$ cat src/rtl/nrisc_ctrl_regfile.sv
// rtl/nrisc_ctrl_regfile.sv - nRISC two-phase control FSM, 8x8 register file and branch-not-equal gate
module nrisc_ctrl_regfile (
    input  logic       clock,
    input  logic       reset,
    input  logic [2:0] opcode,
    input  logic [2:0] reg1,
    input  logic [2:0] reg2,
    input  logic [2:0] regescr,
    input  logic [7:0] dadoescrito,
    input  logic       zero,
    output logic [7:0] dado1,
    output logic [7:0] dado2,
    output logic       pcesc,
    output logic       escreg,
    output logic       escmem,
    output logic       lermem,
    output logic [1:0] regdst,
    output logic [1:0] reglido1,
    output logic [1:0] reglido2,
    output logic       ulafonte1,
    output logic       ulafonte2,
    output logic [1:0] ulaop,
    output logic       regfonte,
    output logic       branchne,
    output logic       jump,
    output logic       sinaland
);

    typedef enum logic [1:0] {
        FETCH = 2'b00,
        EXEC  = 2'b01,
        HALT  = 2'b10
    } state_t;

    localparam logic [2:0] OP_ADD  = 3'b000;
    localparam logic [2:0] OP_SUB  = 3'b001;
    localparam logic [2:0] OP_ADDI = 3'b010;
    localparam logic [2:0] OP_LW   = 3'b011;
    localparam logic [2:0] OP_SW   = 3'b100;
    localparam logic [2:0] OP_BNE  = 3'b101;
    localparam logic [2:0] OP_JMP  = 3'b110;
    localparam logic [2:0] OP_HALT = 3'b111;

    state_t     state_q;
    state_t     state_d;
    logic [7:0] regs [0:7];

    // State register; reset always lands in FETCH regardless of current state.
    always_ff @(posedge clock) begin
        if (reset) begin
            state_q <= FETCH;
        end else begin
            state_q <= state_d;
        end
    end

    // Next-state and enable decode; enables are live only in EXEC and are
    // forced low while reset is asserted so a pending write is discarded.
    always_comb begin
        state_d  = state_q;
        pcesc    = 1'b0;
        escreg   = 1'b0;
        escmem   = 1'b0;
        lermem   = 1'b0;
        branchne = 1'b0;
        jump     = 1'b0;
        case (state_q)
            FETCH: state_d = EXEC;
            EXEC: begin
                state_d = (opcode == OP_HALT) ? HALT : FETCH;
                if (!reset) begin
                    pcesc = (opcode != OP_HALT);
                    case (opcode)
                        OP_ADD, OP_SUB, OP_ADDI: escreg = 1'b1;
                        OP_LW: begin
                            escreg = 1'b1;
                            lermem = 1'b1;
                        end
                        OP_SW:   escmem   = 1'b1;
                        OP_BNE:  branchne = 1'b1;
                        OP_JMP:  jump     = 1'b1;
                        default: ;
                    endcase
                end
            end
            HALT:    state_d = HALT;
            default: state_d = FETCH;
        endcase
    end

    // Datapath select decode, purely a function of opcode in every state.
    always_comb begin
        regdst    = 2'b00;
        reglido1  = 2'b00;
        reglido2  = 2'b00;
        ulafonte1 = 1'b0;
        ulafonte2 = 1'b0;
        ulaop     = 2'b00;
        regfonte  = 1'b0;
        case (opcode)
            OP_SUB:  ulaop = 2'b01;
            OP_ADDI: ulafonte2 = 1'b1;
            OP_LW: begin
                ulafonte1 = 1'b1;
                ulaop     = 2'b10;
                regfonte  = 1'b1;
            end
            OP_SW: begin
                ulafonte1 = 1'b1;
                ulaop     = 2'b10;
            end
            OP_BNE: begin
                reglido1 = 2'b01;
                reglido2 = 2'b10;
                ulaop    = 2'b01;
            end
            default: ;
        endcase
    end

    // Register file write port; reset clears every register and wins over a write.
    always_ff @(posedge clock) begin
        if (reset) begin
            for (int i = 0; i < 8; i++) begin
                regs[i] <= 8'h00;
            end
        end else if (escreg) begin
            regs[regescr] <= dadoescrito;
        end
    end

    // Read ports are asynchronous with no bypass; held at zero during reset.
    assign dado1 = reset ? 8'h00 : regs[reg1];
    assign dado2 = reset ? 8'h00 : regs[reg2];

    assign sinaland = branchne & ~zero;

endmodule

$ cat config.mk
export PLATFORM = sky130hd
export DESIGN_NAME = nrisc_ctrl_regfile
export DESIGN_NICKNAME = d
export VERILOG_FILES = /design/src/rtl/nrisc_ctrl_regfile.sv
export SDC_FILE = /design/constraint.sdc
export NUM_CORES = 1
export LEC_CHECK = 0
export CELL_PAD_IN_SITES_DETAIL_PLACEMENT = 0
export CELL_PAD_IN_SITES_GLOBAL_PLACEMENT = 2
export CORE_AREA = 8 8 118 131
export CTS_CLUSTER_SIZE = 20
export DETAILED_ROUTE_END_ITERATION = 6
export DIE_AREA = 0 0 126 139
export PLACE_DENSITY_LB_ADDON = 0.1
export SYNTH_ARGS = -nofsm -noshare
export SYNTH_HDL_FRONTEND = slang
export SYNTH_SLANG_ARGS = --single-unit
$ cat constraint.sdc
create_clock -name clock -period 2.1 [get_ports clock]
set_input_delay 0.42 -clock clock [delete_from_list [all_inputs] [get_ports clock]]
set_output_delay 0.42 -clock clock [all_outputs]
set_load 0.1 [all_outputs]
==> results of run 1 <==
registers in the layout (all words and copies together) (netlist names):
register	count
state_q	2
regs	64
area by class of cell:
type | instances | area [um^2] | share of cell area
tap | 164 | 205.2 | 0.03496
sequential | 66 | 1962 | 0.3343
timing repair buffer | 100 | 1435 | 0.2445
clock buffer | 13 | 250.2 | 0.04263
inverter | 4 | 22.52 | 0.003837
clock inverter | 3 | 17.52 | 0.002984
multi-input combinational | 172 | 1977 | 0.3368
worst reg2reg max path, stage by stage (launching register included):
cell     delay [ps]
dfxtp_1         340
or4b_4          590
buf_4           240
nor3_4          180
or2_2           310
cell usage in the layout, fill, tap and decap left out, drive strengths merged:
cell type      count
buf               81
and2              64
edfxtp            64
mux4              32
nor2              20
mux2i             16
clkdlybuf4s50     14
clkbuf            13
nor3              11
or2                8
conb               4
nand2              4
clkinvlp           3
nand2b             3
o22ai              2
inv                2
nor4               2
clkinv             2
dlygate4sd2        2
dfxtp              2
nor2b              1
or2b               1
or4b               1
a31oi              1
or4bb              1
a21oi              1
bufbuf             1
dlymetal6s2s       1
clkdlybuf4s15      1
repair_timing:
item	CTS	global route
cloned	3	0
setup buffers	7	1
resized for setup	45	6
endpoints found under the setup margin	26	22
pin swaps	5	4
cell usage after synthesis:
| cell type | number | area, um^2 |
|---|---|---|
| a31oi_1 | 1 | 6.260 |
| mux4_2 | 32 | 720.7 |
| buf_2 | 4 | 20.02 |
| o22ai_1 | 2 | 12.51 |
| or2_2 | 8 | 50.05 |
| or2b_1 | 1 | 7.510 |
| or4b_4 | 1 | 13.76 |
| clkbuf_1 | 5 | 18.77 |
| nor2_1 | 20 | 75.07 |
| nand2b_1 | 3 | 18.77 |
| edfxtp_1 | 64 | 1922 |
| or4bb_1 | 1 | 11.26 |
| nor3_4 | 6 | 97.59 |
| nor3_1 | 5 | 25.02 |
| buf_1 | 4 | 15.01 |
| mux2i_1 | 16 | 160.2 |
| nand2_1 | 4 | 15.01 |
| conb_1 | 1 | 3.750 |
| dfxtp_1 | 2 | 40.04 |
| buf_6 | 2 | 22.52 |
| buf_4 | 5 | 37.54 |
| and2_1 | 64 | 400.4 |
| nor2b_1 | 1 | 6.260 |
| nor4_4 | 2 | 42.54 |
| inv_1 | 4 | 15.01 |
| a21oi_1 | 1 | 5.000 |
power by group:
group | switching [W] | internal, W
Clock | 0.000511 | 0.000826
Combinational | 0.000561 | 0.000424
Sequential | 0.0000259 | 0.00149
how the worst min path moves through the flow:
| stage | endpoint | depth (start not counted) |
|---|---|---|
| 2_1_floorplan | state_q[0]$_SDFF_PP0_ | 1 |
| 3_3_place_gp | state_q[0]$_SDFF_PP0_ | 1 |
| 3_5_place_dp | state_q[0]$_SDFF_PP0_ | 1 |
| 4_1_cts | state_q[0]$_SDFF_PP0_ | 1 |
| 5_1_grt | state_q[0]$_SDFF_PP0_ | 1 |
| 6_report | state_q[0]$_SDFF_PP0_ | 1 |
routing by layer:
layer  GRT usage  part of all wire  wire (um)
met1      0.1451              0.39       4317
met2      0.2447              0.55       6024
met3     0.03462             0.041        449
met4     0.05200             0.017        184
met5           0                 0          0
cell families (layout without fill, tap and decap cells):
group / Yosys count / count (layout) / share of synthesized area
buf+inv: 24 / 120 / 0.03425
mux: 48 / 48 / 0.2341
flops: 66 / 66 / 0.5214
compound gates: 4 / 4 / 0.006318
other cells: 1 / 4 / 0.0009967
simple gates: 116 / 116 / 0.2029
metrics by stage:
step	hold slack [ps]	power (W)
2_1_floorplan	445.4	0.002100
3_3_place_gp	488.3	0.002463
3_5_place_dp	495.8	0.002467
4_1_cts	512.6	0.003881
5_1_grt	543.1	0.003981
6_report	505.3	0.003843
==> metrics.csv, run 1 <==
metric,value,unit
status,finished with violations,
failing checks,setup timing,
fin nets,376,
gpl congestion,0.7145,
CTS buffer count,9,
final worst path period share,1.040,
CTS tree,built,
initial antenna violation count,0,
CP Cell Sequence,buf_4 > mux4_2 > mux2i_4 > nor2_4 > buf_12,
ANT cells,0,
RSZ-0062 raised after global routing,true,
Layout Skew,5.227,ps
Pins Over Slew Limit,0,
Yosys reg bits,66,
Root Driver,clkbuf_16,
Worst Setup SP,regs[7][1]$_SDFFCE_PN0P_,
Via Count,2478,
Critical Path RT,1680,ps
crit path DAT,1760,ps
final setup fails,8,
io pins,57,
number of global-route vias before repair,2764,
depth of the CTS H-tree,3,
R2R cell count,4,
sequential element share of the synthesized area,0.5214,
Worst R2R Start,state_q[1]$_SDFF_PP0_,
HPWL Detailed,7511,um
clk slew on worst S/H paths,60,ps
unique cell type count in the Yosys netlist,26,
RR Endpoint,regs[5][2]$_SDFFCE_PN0P_,
Area after DPL,0.005326,mm^2
"Clk Latency, worst-skew pair",330,ps
R2R Setup Slk,120,ps
IO Port Bufs,52,
Crit path depth,5,
post-route cell area,0.005869,mm^2
drt pass-1 iters,4,
DRC,0,
total grt overflow,0,
minimum clock period,2184,ps
Netlist Area Pre-Place,0.003762,mm^2
share of cells above drive strength 1,0.5223,
final worst slack,-83.57,ps
total track usage,0.1343,
largest net degree at the start of global routing,19,
Hold Path Class,reg2reg,
Cell Rows,45,
Final TNS setup,-281.7,ps
first-pass GRT wire length,17070,um
Peak Freq,458.0,MHz
"Cell Count, Final, Fillers Out",522,
Die X,126,um
Fill cells,1232,
Syn Inst Count,259,
crit-path max FO,2,
CP max-delay cell,mux4_2,
Worst setup SP type,register,
antenna-violating nets left,0,
crit path kind,reg2out,
DR WL/cell,21.03,um
Synth Warn #,0,
Vias/cell,4.747,
Final Util,0.4380,
Leak,2.191,nW
"delay-heaviest family, CP",multiplexers,
Die Area,0.01751,mm^2
Hold Startpoint,state_q[1]$_SDFF_PP0_,
hold buffers post-CTS,0,
P&R area growth vs syn,56.00,%
crit path capture,dado1[1],
clk sinks,66,
max incr delay on CP,490,ps
DR iter-0 viols,99,
Pwr per Cell Area,654.7,mW/mm^2
Post-Synthesis Mean Instance Area,14.53,um^2
CTS Buffer Depth,2,
max_cap viols,0,
# placed instances,497,
Die Span Y,139,um
WP buf/inv,2,
routed wire length,10980,um
Fin. Hold Viols,0,
Starting Density,0.2808,
core area,0.01340,mm^2
endpoint type of the worst setup path,primary output,
worst IR drop on VDD,0.2804,mV
post-placement setup slack,-617.6,ps
Power figures use the tool's default switching activity.
==> run 2, diff against run 1 <==
--- a/config.mk
+++ b/config.mk
@@ -15,3 +15,4 @@
 export SYNTH_ARGS = -nofsm -noshare
 export SYNTH_HDL_FRONTEND = slang
 export SYNTH_SLANG_ARGS = --single-unit
+export TNS_END_PERCENT = 10
==> run 2 against run 1 <==
Net effect: the flow still finishes with violations (setup timing); clock power grew 8%; sequential cell count is the same; core utilization shrank 1.0 points; design area shrank 2.3%; global-route usage grew 0.50 points; final cell count shrank 0.77%; non-clock buffer count shrank 4; via count shrank 0.44%; critical path type unchanged; critical endpoint is now dado2[7]; largest cell class is now registers; highest routed layer unchanged.
==> metrics.csv, run 2 (same netlist as run 1, synthesis figures left out) <==
metric,value,unit
CTS buffer count,9,
Die Span Y,139,um
status,finished with violations,
Crit path depth,4,
ANT cells,0,
depth of the CTS H-tree,3,
endpoint type of the worst setup path,primary output,
Worst setup SP type,register,
initial antenna violation count,0,
most frequent cells in the layout,"64 x and2_1, 64 x edfxtp_1, 43 x buf_12, 32 x mux4_2, 25 x buf_4",
"delay-heaviest family, CP",multiplexers,
Starting Density,0.2808,
crit path kind,reg2out,
final worst slack,-40.48,ps
first-pass GRT wire length,17550,um
hold buffers post-CTS,0,
Cell Rows,45,
Worst R2R Start,state_q[1]$_SDFF_PP0_,
Critical Path RT,1680,ps
failing checks,setup timing,
post-route cell area,0.005733,mm^2
Pins Over Slew Limit,0,
R2R cell count,5,
clk slew on worst S/H paths,50,ps
CTS tree,built,
drt pass-1 iters,4,
core area,0.01340,mm^2
Pwr per Cell Area,680.4,mW/mm^2
clk sinks,66,
DR iter-0 viols,122,
Leak,2.177,nW
Root Driver,clkbuf_16,
crit-path max FO,2,
DRC,0,
Regs by FF count,"regs (64), state_q (2)",
largest net degree at the start of global routing,19,
R2R Setup Slk,190,ps
final setup fails,4,
post-placement setup slack,-528.7,ps
WP buf/inv,1,
RR Endpoint,regs[1][5]$_SDFFCE_PN0P_,
"Clk Latency, worst-skew pair",330,ps
number of global-route vias before repair,2863,
CTS Buffer Depth,2,
HPWL Detailed,7847,um
antenna-violating nets left,0,
Worst Setup SP,regs[7][7]$_SDFFCE_PN0P_,
DR WL/cell,21.94,um
Peak Freq,467.2,MHz
Die X,126,um
CP max-delay cell,mux4_2,
total grt overflow,0,
IO Port Bufs,52,
final worst path period share,1.019,
crit path DAT,1720,ps
gpl congestion,0.7127,
RSZ-0062 raised after global routing,true,
total track usage,0.1394,
minimum clock period,2140,ps
worst IR drop on VDD,0.2637,mV
crit path capture,dado2[7],
Largest Register,regs,
io pins,57,
fin nets,372,
max incr delay on CP,510,ps
Via Count,2467,
Die Area,0.01751,mm^2
CP Cell Sequence,mux4_2 > mux2i_2 > nor2_2 > buf_12,
Area after DPL,0.005228,mm^2
max reg flops,64,
P&R area growth vs syn,52.38,%
max_cap viols,0,
Fin. Hold Viols,0,
Hold Path Class,reg2reg,
Vias/cell,4.763,
share of cells above drive strength 1,0.5085,
Layout Skew,3.688,ps
routed wire length,11370,um
run 2: metal layers:
| layer | track usage | vias up | part of all wire |
|---|---|---|---|
| li1 | - | 1141 | - |
| met1 | 0.1441 | 1257 | 0.39 |
| met2 | 0.2611 | 53 | 0.55 |
| met3 | 0.03731 | 16 | 0.045 |
| met4 | 0.05263 | 0 | 0.018 |
| met5 | 0 | - | 0 |
run 2: power breakdown:
| group | internal (W) | switching (W) | leakage, nW | total [W] |
|---|---|---|---|---|
| combinational | 0.000392 | 0.000536 | 1.36 | 0.000928 |
| sequential | 0.00149 | 0.0000266 | 0.678 | 0.00152 |
| clock | 0.000909 | 0.000543 | 0.142 | 0.00145 |
| total | 0.00280 | 0.00111 | 2.18 | 0.00390 |
run 2: repair_timing:
item	4_1_cts	5_1_grt
setup endpoints to repair	26	20
cloned	3	0
pin swaps	3	0
resized for setup	46	3
buffers inserted	3	0
run 2: cell type report:
cell class	instances	area, um^2
clock buffer	10	229.0
clock inverter	6	57.56
fill	1262	7667
inverter	4	18.77
multi-input combinational	172	1868
sequential	66	1962
tap	164	205.2
timing repair buffer	96	1393
run 2: through the flow:
step | util | hold WS (ps) | cells | power [W] | TNS [ps]
after floorplan | - | 445.4 | 262 | 0.002058 | -10980
after global placement | 0.3901 | 490.9 | 496 | 0.002428 | -38340
after detailed placement | 0.3901 | 492.8 | 496 | 0.002434 | -39370
after CTS | 0.4277 | 502.5 | 518 | 0.003944 | -203.7
after global routing | 0.4278 | 546.2 | 518 | 0.004034 | -577.8
final | 0.4278 | 499.4 | 518 | 0.003901 | -79.71
run 2: worst min path at each step:
stage                                      from                     to  cells after the start
after floorplan           state_q[0]$_SDFF_PP0_  state_q[0]$_SDFF_PP0_                      1
after global placement    state_q[0]$_SDFF_PP0_  state_q[0]$_SDFF_PP0_                      1
after detailed placement  state_q[1]$_SDFF_PP0_  state_q[0]$_SDFF_PP0_                      1
after CTS                 state_q[1]$_SDFF_PP0_  state_q[0]$_SDFF_PP0_                      1
after global routing      state_q[0]$_SDFF_PP0_  state_q[0]$_SDFF_PP0_                      1
final                     state_q[0]$_SDFF_PP0_  state_q[0]$_SDFF_PP0_                      1
==> run 3, diff against run 2 <==
--- a/config.mk
+++ b/config.mk
@@ -5,6 +5,7 @@
 export SDC_FILE = /design/constraint.sdc
 export NUM_CORES = 1
 export LEC_CHECK = 0
+export CAP_MARGIN = 10
 export CELL_PAD_IN_SITES_DETAIL_PLACEMENT = 0
 export CELL_PAD_IN_SITES_GLOBAL_PLACEMENT = 2
 export CORE_AREA = 8 8 118 131
==> results of run 3 <==
No change in the layout: final DEF, timing and power equal those of run 2.
